===== src/rtl/enc_pkg.sv =====
// Shared constants and FSM state type for the sequential 8-to-3 encoder.
package enc_pkg;
  localparam int N  = 8;
  localparam int IW = 3;
  localparam int CW = 4;

  typedef enum logic [1:0] {
    IDLE = 2'd0,
    SCAN = 2'd1,
    DONE = 2'd2
  } enc_state_t;
endpackage


===== src/rtl/dec3to8_shift.sv =====
// 3-to-8 one-hot decoder built from a shift; output is zero when disabled.
module dec3to8_shift (
  input  logic [2:0] in,
  input  logic       en,
  output logic [7:0] out
);
  assign out = en ? (8'b0000_0001 << in) : 8'b0000_0000;
endmodule


===== src/rtl/enc8to3_pri.sv =====
// Combinational lowest-set-bit priority encoder; nz flags any bit set.
module enc8to3_pri
  import enc_pkg::*;
(
  input  logic [N-1:0]  in,
  output logic [IW-1:0] out,
  output logic          nz
);
  always_comb begin
    out = '0;
    nz  = |in;
    // Walk downward so the lowest set bit is the last assignment and wins.
    for (int i = N - 1; i >= 0; i--) begin
      if (in[i]) out = i[IW-1:0];
    end
  end
endmodule


===== src/rtl/enc8to3_seq.sv =====
// Captures an 8-bit request vector and serially emits the index of each set
// bit, lowest first, over valid/ready.
//
// Handshake: an index transfers on a rising edge where valid && ready. valid,
// once raised in SCAN, stays high until the final transfer; out is stable
// while valid && !ready. All outputs come from registers only.
module enc8to3_seq
  import enc_pkg::*;
(
  input  logic          clk,
  input  logic          rst_n,
  input  logic [N-1:0]  in,
  input  logic          load,
  output logic [IW-1:0] out,
  output logic          valid,
  input  logic          ready,
  output logic          busy,
  output logic          done,
  output logic [CW-1:0] cnt,
  output logic [1:0]    o_dbg_state
);
  enc_state_t    r_state;
  logic [N-1:0]  r_pend;
  logic [CW-1:0] r_cnt;

  enc_state_t    w_state_nxt;
  logic [N-1:0]  w_pend_nxt;
  logic [CW-1:0] w_cnt_nxt;
  logic [IW-1:0] w_idx;
  logic          w_nz;
  logic [N-1:0]  w_mask;
  logic [N-1:0]  w_pend_clr;

  enc8to3_pri u_pri (
    .in  (r_pend),
    .out (w_idx),
    .nz  (w_nz)
  );

  dec3to8_shift u_mask (
    .in  (w_idx),
    .en  (1'b1),
    .out (w_mask)
  );

  assign w_pend_clr = r_pend & ~w_mask;

  always_comb begin
    w_state_nxt = r_state;
    w_pend_nxt  = r_pend;
    w_cnt_nxt   = r_cnt;
    unique case (r_state)
      IDLE: begin
        if (load) begin
          w_pend_nxt  = in;
          w_cnt_nxt   = '0;
          w_state_nxt = (in != '0) ? SCAN : DONE;
        end
      end
      SCAN: begin
        if (ready && w_nz) begin
          w_pend_nxt = w_pend_clr;
          w_cnt_nxt  = r_cnt + 4'd1;
          if (w_pend_clr == '0) w_state_nxt = DONE;
        end
      end
      DONE: begin
        w_state_nxt = IDLE;
      end
      default: begin
        w_state_nxt = IDLE;
        w_pend_nxt  = '0;
      end
    endcase
  end

  always_ff @(posedge clk) begin
    if (!rst_n) begin
      r_state <= IDLE;
      r_pend  <= '0;
      r_cnt   <= '0;
    end else begin
      r_state <= w_state_nxt;
      r_pend  <= w_pend_nxt;
      r_cnt   <= w_cnt_nxt;
    end
  end

  assign out         = w_idx;
  assign valid       = (r_state == SCAN) && w_nz;
  assign busy        = (r_state != IDLE);
  assign done        = (r_state == DONE);
  assign cnt         = r_cnt;
  assign o_dbg_state = r_state;
endmodule


===== config.mk =====
export PLATFORM = sky130hd
export DESIGN_NAME = enc8to3_seq
export DESIGN_NICKNAME = d
export VERILOG_FILES = /design/src/rtl/enc_pkg.sv /design/src/rtl/dec3to8_shift.sv /design/src/rtl/enc8to3_pri.sv /design/src/rtl/enc8to3_seq.sv
export SDC_FILE = /design/constraint.sdc
export NUM_CORES = 1
export LEC_CHECK = 0
export CORE_MARGIN = 4
export CORE_UTILIZATION = 62
export DETAILED_ROUTE_END_ITERATION = 12
export DONT_BUFFER_PORTS = 1
export PLACE_DENSITY = 0.78
export SYNTH_ARGS = -nofsm -noshare
export SYNTH_HDL_FRONTEND = slang
export SYNTH_SLANG_ARGS = --single-unit

===== constraint.sdc =====
create_clock -name clk -period 4.25 [get_ports clk]
set_input_delay 0.6375 -clock clk [delete_from_list [all_inputs] [get_ports clk]]
set_output_delay 0.6375 -clock clk [all_outputs]
set_load 0.01 [all_outputs]

**Word level (Yosys, flattened, before mapping)**

Cells that the tools add are included.

- Add/sub/neg operators: 1
- Eq/ne operators: 5
- Shifts and indexed selects: 1
- Mux-type cells: 19
- Bitwise logic cells: 3
- Reduce and logical (&&, ||, !) cells: 11

Operators with widths:

| operator | count |
|---|---|
| two-way mux 3 bit | 8 |
| one-hot mux 8 bit (3 select lines) | 1 |
| two-way mux 8 bit | 2 |
| AND reduction 3 bit | 3 |
| bitwise AND 8 bit | 1 |
| logical NOT 8 bit | 1 |
| two-way mux 2 bit | 4 |
| two-way mux 4 bit | 2 |
| inverter 8 bit | 1 |
| one-hot mux 4 bit (2 select lines) | 1 |
| nonzero test 8 bit | 1 |
| OR reduction 8 bit | 1 |
| << shifter 1 x 3 -> 8 bit, first input constant | 1 |
| inequality test 2 bit, second input constant | 3 |
| adder 4 x 1 -> 4 bit, second input constant | 1 |
| one-hot mux 2 bit (2 select lines) | 1 |
| nonzero test 2 bit | 2 |
| equality test 2 x 1 -> 1 bit, second input constant | 1 |
| equality test 2 bit, second input constant | 1 |
| logical AND 1 bit | 2 |
| logical NOT 2 bit | 1 |
| inverter 1 bit | 1 |

- Register bits: 14
- Input bits: 12
- Output and inout port bits: 12
- Word-level logic and storage cells: 43

**Longest topological paths before layout**

Gate-level depths: netlist (run 1).

- Word-level depth: 15
- Depth in mapped cells: 6

**Modules after synthesis**

From an unflattened synthesis (run 1), not the netlist that was laid out.

- Cells, all modules: 114
- Area total of the unflattened synthesis: 1002.2 sq um

By module, submodules not included:

| module | instances | cells each | area each (sq um) | seq. area each (sq um) |
|---|---|---|---|---|
| enc8to3_seq | 1 | 93 | 825.8 | 280.3 |
| dec3to8_shift | 1 | 8 | 95.1 | 0.0 |
| enc8to3_pri | 1 | 13 | 81.3 | 0.0 |

**Worst setup path after synthesis (run 1)**

OpenSTA, ideal clock, no wires.

- Path kind: flip-flop to output port
- From: reg r_pend[0]
- To: out out[2]
- Arrival: 1271 ps
- Slack: 2342 ps
- Stages on the path, launching flop included: 5
- Cell sequence: dfxtp_1 buf_6 or3_4 buf_6 a211oi_1

- Cells in the longest elaborated chain, start to end: 1

RTL lines:

| item | line | text |
|---|---|---|
| start, declared | enc8to3_seq.sv:23 | `logic [N-1:0] r_pend;` |
| start signal, assigned | enc8to3_seq.sv:84 | `r_pend <= w_pend_nxt;` |
| two-way mux 3 bit | enc8to3_pri.sv:14 | `if (in[i]) out = i[IW-1:0];` |
| end, declared | enc8to3_seq.sv:14 | `output logic [IW-1:0] out,` |

No other way between the ends.

**Final worst setup path (run 1)**

- From: reg r_state[0] (netlist: o_dbg_state[0])
- To: out valid

- Cells in the longest elaborated chain, start to end: 2

RTL lines:

| item | line | text |
|---|---|---|
| start, declared | enc8to3_seq.sv:22 | `enc_state_t r_state;` |
| start signal, assigned | enc8to3_seq.sv:83 | `r_state <= w_state_nxt;` |
| equality test 2 x 1 -> 1 bit | enc8to3_seq.sv:90 | `assign valid = (r_state == SCAN) && w_nz;` |
| logical AND 1 bit | enc8to3_seq.sv:90 |  |
| end, declared | enc8to3_seq.sv:15 | `output logic valid,` |

No other way between the ends.

==> results of run 1 <==
[cell usage after synthesis (2+ instances only)]
master / instances / area (µm²)
dfxtp_1: 14 / 280
nand2_1: 16 / 60.1
a21boi_0: 2 / 15.0
nor4_1: 3 / 18.8
clkbuf_1: 4 / 15.0
a211oi_1: 2 / 15.0
buf_2: 2 / 10.0
nor3_2: 2 / 20.0
buf_6: 2 / 22.5
nor2_1: 7 / 26.3
a21oi_1: 11 / 55.1
o22ai_1: 2 / 12.5
mux2i_1: 5 / 50.1
or3_1: 3 / 18.8
nand2b_1: 2 / 12.5
o21ai_1: 2 / 10.0
nor2b_1: 6 / 37.5
nand3_1: 6 / 30.0
o21ai_0: 8 / 40.0
inv_1: 7 / 26.3
[power groups by stage]
stage	clock network [W]	logic [W]	registers (W)
detailed placement	0	0.000124	0.000174
floorplan	0	0.000127	0.000156
CTS	0.000100	0.000125	0.000171
finish	0.0000983	0.000125	0.000172
global route	0.000107	0.000136	0.000175
global placement	0	0.000123	0.000174
[metrics by stage]
stage	area [µm²]	utilization (%)	std cells	worst slack [ns]	power [W]
after floorplan	1000	-	129	2.34	0.000283
after global placement	975	64.0	137	2.31	0.000297
after detailed placement	975	64.0	137	2.26	0.000299
after CTS	1010	66.3	141	1.94	0.000397
after global routing	1010	66.3	141	1.82	0.000418
final	1010	66.3	141	1.93	0.000396
[layer usage]
layer  vias up  GRT usage (%)  share of wire (%)
met1       446           30.2                 43
met2        48           33.6                 46
met5         -              0                  0
met4         0           9.14                1.3
met3         5           7.01                9.3
li1        466              -                  -
[kinds of logic (layout without fill, tap and decap cells)]
family | count (synthesis) | in the layout | share of synthesized area, %
flops | 14 | 14 | 28.0
simple gates | 51 | 51 | 26.8
buf+inv | 15 | 11 | 7.37
compound gates | 42 | 42 | 30.6
fa+ha+maj | 2 | 2 | 2.25
mux | 5 | 5 | 4.99
[critical path, cell delays in order, from the launching register on]
cell	delay, ns
dfxtp_1	0.77
nand2b_1	0.26
a31oi_1	0.37
[path summary, 6_finish.rpt]
path             startpoint     end  slack, ns
min                   rst_n  cnt[0]       0.47
max          o_dbg_state[0]   valid       1.93
min reg2reg          cnt[3]  cnt[3]       0.54
max reg2reg  o_dbg_state[0]  cnt[3]       2.44
[layout by cell type, fill, tap and decap left out, types with 2 or more instances in the layout]
cell and count:
inv_1 7, a211oi_1 2, nand2b_1 2, clkbuf_4 3
mux2i_1 5, nand2_1 16, o21ai_0 8, nor2b_1 6
or3_1 3, nor2_1 7, a21oi_1 11, o22ai_1 2
nand3_1 6, a21boi_0 2, nor3_2 2, nor4_1 3
o21ai_1 2, dfxtp_1 14
[registers in the layout, summed over array words and instances, names as in the netlist]
signal / flops
o_dbg_state: 2
r_pend: 8
cnt: 4
[cell type report]
cell class	count	area (µm²)	share of cell area (%)
Sequential cell	14	280	27.7
Inverter	7	26.3	2.60
Multi-Input combinational cell	100	648	64.1
Tap cell	16	20.0	1.98
Clock buffer	4	36.3	3.59
==> metrics.md, run 1 <==
| Metric | Value |
|---|---|
| Critical path type | `register to primary output` |
| Area Overhead vs Synth | `0.874%` |
| Sequential group share of total power | `43.6%` |
| Num Clock Sinks | `14` |
| Net switching power figure | `0.000151 W` |
| Worst clock skew | `0.00156 ns` |
| Gr ovfl total | `0` |
| Crit. End Element | `primary output` |
| Final Critical Period | `2.32 ns` |
| Avg WL per Cell | `16.9 µm` |
| Die height | `48.2 µm` |
| Max-slew violation count | `0` |
| Netlist cell types | `43` |
| 1st-iter DRT viols | `29` |
| #FFs+latches synth | `14` |
| Final Hold Violating Endpoints | `0` |
| Core Area | `0.00152 mm²` |
| Setup Buffers After CTS | `0` |
| Yosys warning total | `0` |
| Maximum clock path buffer count | `2` |
| DIE WIDTH | `48.2 µm` |
| Slew @ Worst Pin | `0.681 ns` |
| Max-slew headroom at the worst pin | `54.5%` |
| Final setup vio count | `0` |
| Cell count after synthesis | `129` |
| Main synth FF type | `dfxtp_1` |
| Filler instances | `129` |
| Initial Utilization | `65.8%` |
| Max Cap Violations | `0` |
| Hold Worst Slack | `0.474 ns` |
| Die area | `0.00232 mm²` |
| Reg2reg path depth | `4` |
| Fmax | `431 MHz` |
| WP data required | `3.61 ns` |
| Root Buffer | `clkbuf_4` |
| Port Buffers | `0` |
| Worst Hold Path Cells | `1` |
| GPL Wtd Cong | `0.898` |
| Period utilisation layout | `54.6%` |
| H-tree depth | `1` |
| Drc violations | `0` |
| GRT Util Overall | `22.6%` |
| Clock latency on the worst-skew pair | `0.28 ns` |
| Sw Share | `38.2%` |
| Final wirelength | `2.38 mm` |
| Post-DP HPWL | `1.75 mm` |
| Arrival time at the worst endpoint | `1.68 ns` |
| CP max FO | `21` |
| VDD IR max | `277 µV` |
| # hold bufs at CTS | `0` |
| Number of enable flip-flop cells after synthesis | `0` |
| # IOs | `24` |
| Synthesized area per cell | `7.77 µm²` |
| Status | `finished, final reports clean` |
| TritonRoute pass-1 iters | `4` |
| CTS clock-pin slew for the worst setup and hold paths | `0.09 ns` |
| Layout Nets | `139` |
| Total negative slack | `0 ns` |
| Total vias in the final route | `965` |
| Gate power share | `31.6%` |
| P per Cell Area | `392 mW/mm²` |
| Sequential element share of the synthesized area | `28.0%` |
| Vias in the first global route | `804` |
| CTS Buf Count | `3` |
| Pleak | `0.380 nW` |
| Net Count, Synth | `142` |
| Largest net degree at the start of global routing | `22` |
| Internal Pwr Total | `0.000245 W` |
| Final ANT Viol Nets | `0` |
| Site Rows | `14` |
| Hold Crit Class | `input pin to register` |
| Cts repair resizes | `0` |
| TritonCTS clock tree | `yes` |
| Vias/cell | `6.84` |
| Initial antenna violation count | `0` |
| Ys async rst share | `0%` |
| Clock power frac | `24.8%` |
| Diode count | `0` |
| First-pass GRT wire length | `3.70 mm` |
| Synthesized cell area | `0.00100 mm²` |
| Fraction of final layout cells with drive strength greater than 1 | `8.80%` |
| Unrepaired setup endpoints after global routing | `false` |
| Critical Path Source Type | `register` |
Note: power is estimated with default switching activity, not from simulation.
==> run 2: changes to the inputs <==
--- a/config.mk
+++ b/config.mk
@@ -6,10 +6,10 @@
 export NUM_CORES = 1
 export LEC_CHECK = 0
 export CORE_MARGIN = 4
-export CORE_UTILIZATION = 62
+export CORE_UTILIZATION = 61
 export DETAILED_ROUTE_END_ITERATION = 12
 export DONT_BUFFER_PORTS = 1
-export PLACE_DENSITY = 0.78
+export PLACE_DENSITY = 0.77
 export SYNTH_ARGS = -nofsm -noshare
 export SYNTH_HDL_FRONTEND = slang
 export SYNTH_SLANG_ARGS = --single-unit
==> constraint.sdc (replaced) <==
create_clock -name clk -period 2.4 [get_ports clk]
set_input_delay 0.36 -clock clk [delete_from_list [all_inputs] [get_ports clk]]
set_output_delay 0.36 -clock clk [all_outputs]
set_load 0.01 [all_outputs]
==> run 2 against run 1 <==
Non-clock buffer count rose by 2. Worst hold slack worse by 0.26 ns. Highest routed layer unchanged. Utilization up 0.082 points. Cell count up 0.71%. Sequential power grew 73%. Sequential share of layout area hardly changed.
==> metrics.md, run 2 (synthesis results as in run 1) <==
| Metric | Value |
|---|---|
| Max reg flops | `8 (unchanged)` |
| CP max FO | `8 (-62%)` |
| Worst Hold Path Cells | `1 (unchanged)` |
| Total negative slack | `0 ns (unchanged)` |
| VDD IR max | `432 µV (+56%)` |
| Final Hold Violating Endpoints | `0 (unchanged)` |
| Largest Register | `r_pend` |
| Critical Path Slowest Stage Cell | `or3_4` |
| Reg2reg setup slack | `0.71 ns (-1.73 ns)` |
| Gr busiest metal | `met2` |
| Placed Area | `990 µm² (+1.5%)` |
| Worst clock skew | `0.00378 ns (+0.00222 ns)` |
| First-pass GRT wire length | `3.77 mm (+2.1%)` |
| Final wirelength | `2.30 mm (-3.0%)` |
| Layout Nets | `141 (+1.4%)` |
| Critical path type | `register to primary output` |
| CTS clock-pin slew for the worst setup and hold paths | `0.08 ns (about the same)` |
| Final Power | `0.000664 W (+68%)` |
| Reg2reg start | `r_pend[3]` |
| Critical Path Source Type | `register` |
| Most frequent cells in the layout | `16 x nand2_1, 14 x dfxtp_1, 11 x a21oi_1` |
| Clock latency on the worst-skew pair | `0.27 ns (about the same)` |
| Post-DP HPWL | `1.78 mm (+1.6%)` |
| Clock power frac | `19.7% (-5.1 points)` |
| Slew @ Worst Pin | `0.453 ns (-0.229 ns)` |
| Net switching power figure | `0.000258 W (+71%)` |
| Num Clock Sinks | `14 (unchanged)` |
| Met1 usage | `27.3% (-2.9 points)` |
| Hold path startpoint | `rst_n` |
| Final setup vio count | `0 (unchanged)` |
| TritonRoute pass-1 iters | `4 (unchanged)` |
| WHS Endpoint | `cnt[0]` |
| GRT Util Overall | `19.7% (-2.9 points)` |
| Largest net degree at the start of global routing | `15 (-32%)` |
| Vias in the first global route | `789 (-1.9%)` |
| GR Util met2 | `28.9% (-4.7 points)` |
| Setup Buffers After CTS | `0 (unchanged)` |
| GPL Wtd Cong | `0.862 (-3.9%)` |
| Most common cell after layout, fill and taps aside | `nand2_1` |
| Max-slew violation count | `0 (unchanged)` |
| Fmax | `524 MHz` |
| Gate power share | `35.4% (+3.8 points)` |
| # IOs | `24 (unchanged)` |
| Final Critical Period | `1.91 ns` |
| Vias/cell | `6.71 (-1.9%)` |
| Sequential group share of total power | `44.9% (+1.3 points)` |
| Max Cap Violations | `0 (unchanged)` |
| Reg2reg path depth | `4 (unchanged)` |
| TritonCTS clock tree | `yes` |
| H-tree depth | `1 (unchanged)` |
| Gr ovfl total | `0 (unchanged)` |
| Diode count | `0 (unchanged)` |
| Sw Share | `38.9% (+0.73 points)` |
| Critical Path Max Stage Delay | `0.47 ns (-0.30 ns)` |
| Die height | `48.5 µm (+0.68%)` |
| Root Buffer | `clkbuf_4` |
| Hold Worst Slack | `0.210 ns (-0.264 ns)` |
| # hold bufs at CTS | `0 (unchanged)` |
| Drc violations | `0 (unchanged)` |
| Maximum clock path buffer count | `2 (unchanged)` |
| Final ANT Viol Nets | `0 (unchanged)` |
| Total vias in the final route | `953 (-1.2%)` |
| Post-route core utilization | `66.4% (+0.082 points)` |
| Core Area | `0.00152 mm² (unchanged)` |
| Arrival time at the worst endpoint | `1.55 ns (-0.13 ns)` |
| Status | `finished, final reports clean` |
| Cts repair resizes | `0 (unchanged)` |
| Crit. End Element | `primary output` |
| Internal Pwr Total | `0.000406 W (+66%)` |
| Pleak | `0.383 nW (+0.64%)` |
| Hold Crit Class | `input pin to register` |
| CTS Buf Count | `3 (unchanged)` |
| RR Endpoint | `r_pend[5]` |
| Area Overhead vs Synth | `0.999%` |
| 1st-iter DRT viols | `41 (+41%)` |
| WP data required | `2.04 ns (-1.57 ns)` |
| Critical-path cell list | `or3_4 > a211oi_1` |
| Initial antenna violation count | `0 (unchanged)` |
| Initial Utilization | `65.8% (unchanged)` |
| P per Cell Area | `656 mW/mm² (+68%)` |
| Max-slew headroom at the worst pin | `69.8% (+15 points)` |
| Period utilisation layout | `79.5%` |
| Avg WL per Cell | `16.2 µm (-3.7%)` |
| Site Rows | `14 (unchanged)` |
| Met3 Use GR | `4.60% (-2.4 points)` |
| Fraction of final layout cells with drive strength greater than 1 | `9.52% (+0.72 points)` |
| Port Buffers | `0 (unchanged)` |
| DIE WIDTH | `48.5 µm (+0.68%)` |
| Design Area, Final | `0.00101 mm² (+0.12%)` |
| Unrepaired setup endpoints after global routing | `false` |
| Die area | `0.00236 mm² (+1.4%)` |
| Filler instances | `126 (-2.3%)` |
[run 2: how the worst max path moves through the flow]
| stage | to | depth (start not counted) | start | slack [ns] |
|---|---|---|---|---|
| 2_1_floorplan | r_pend[5] | 6 | r_pend[0] | 0.76 |
| 5_1_grt | out[2] | 2 | r_pend[0] | 0.40 |
| 3_3_place_gp | r_pend[5] | 4 | r_pend[3] | 0.77 |
| 4_1_cts | out[2] | 2 | r_pend[0] | 0.47 |
| 3_5_place_dp | r_pend[5] | 4 | r_pend[3] | 0.73 |
| 6_report | out[2] | 2 | r_pend[0] | 0.49 |
[run 2: layout make-up]
class / instances / area [µm²] / area share (%)
Inverter: 7 / 26.3 / 2.60
Sequential cell: 14 / 280 / 27.7
Timing Repair Buffer: 2 / 15.0 / 1.48
Clock buffer: 3 / 22.5 / 2.22
Tap cell: 16 / 20.0 / 1.98
Multi-Input combinational cell: 100 / 648 / 64.0
[run 2: metrics by stage]
step / instances / worst slack (ns)
final: 142 / 0.492
after global routing: 142 / 0.401
after CTS: 142 / 0.467
after detailed placement: 139 / 0.731
after global placement: 139 / 0.774
after floorplan: 129 / 0.757
[run 2: power groups by stage]
| stage | Clock (W) | Sequential, W | Combinational [W] |
|---|---|---|---|
| 4_1_cts | 0.000137 | 0.000297 | 0.000235 |
| 5_1_grt | 0.000150 | 0.000303 | 0.000263 |
| 3_3_place_gp | 0 | 0.000301 | 0.000230 |
| 3_5_place_dp | 0 | 0.000303 | 0.000234 |
| 2_1_floorplan | 0 | 0.000277 | 0.000224 |
| 6_report | 0.000131 | 0.000298 | 0.000235 |
[run 2: layer usage]
layer | vias to the layer above | wire length, µm
met1 | 452 | 1080
met3 | 2 | 174
met4 | 0 | 16
li1 | 465 | -
met5 | - | 0
met2 | 34 | 1030
[run 2: critical path: cells and delay by family (launching register included)]
family | cells | cell delay (ns)
flops | 1 | 0.38
simple gates | 1 | 0.47
compound gates | 1 | 0.42
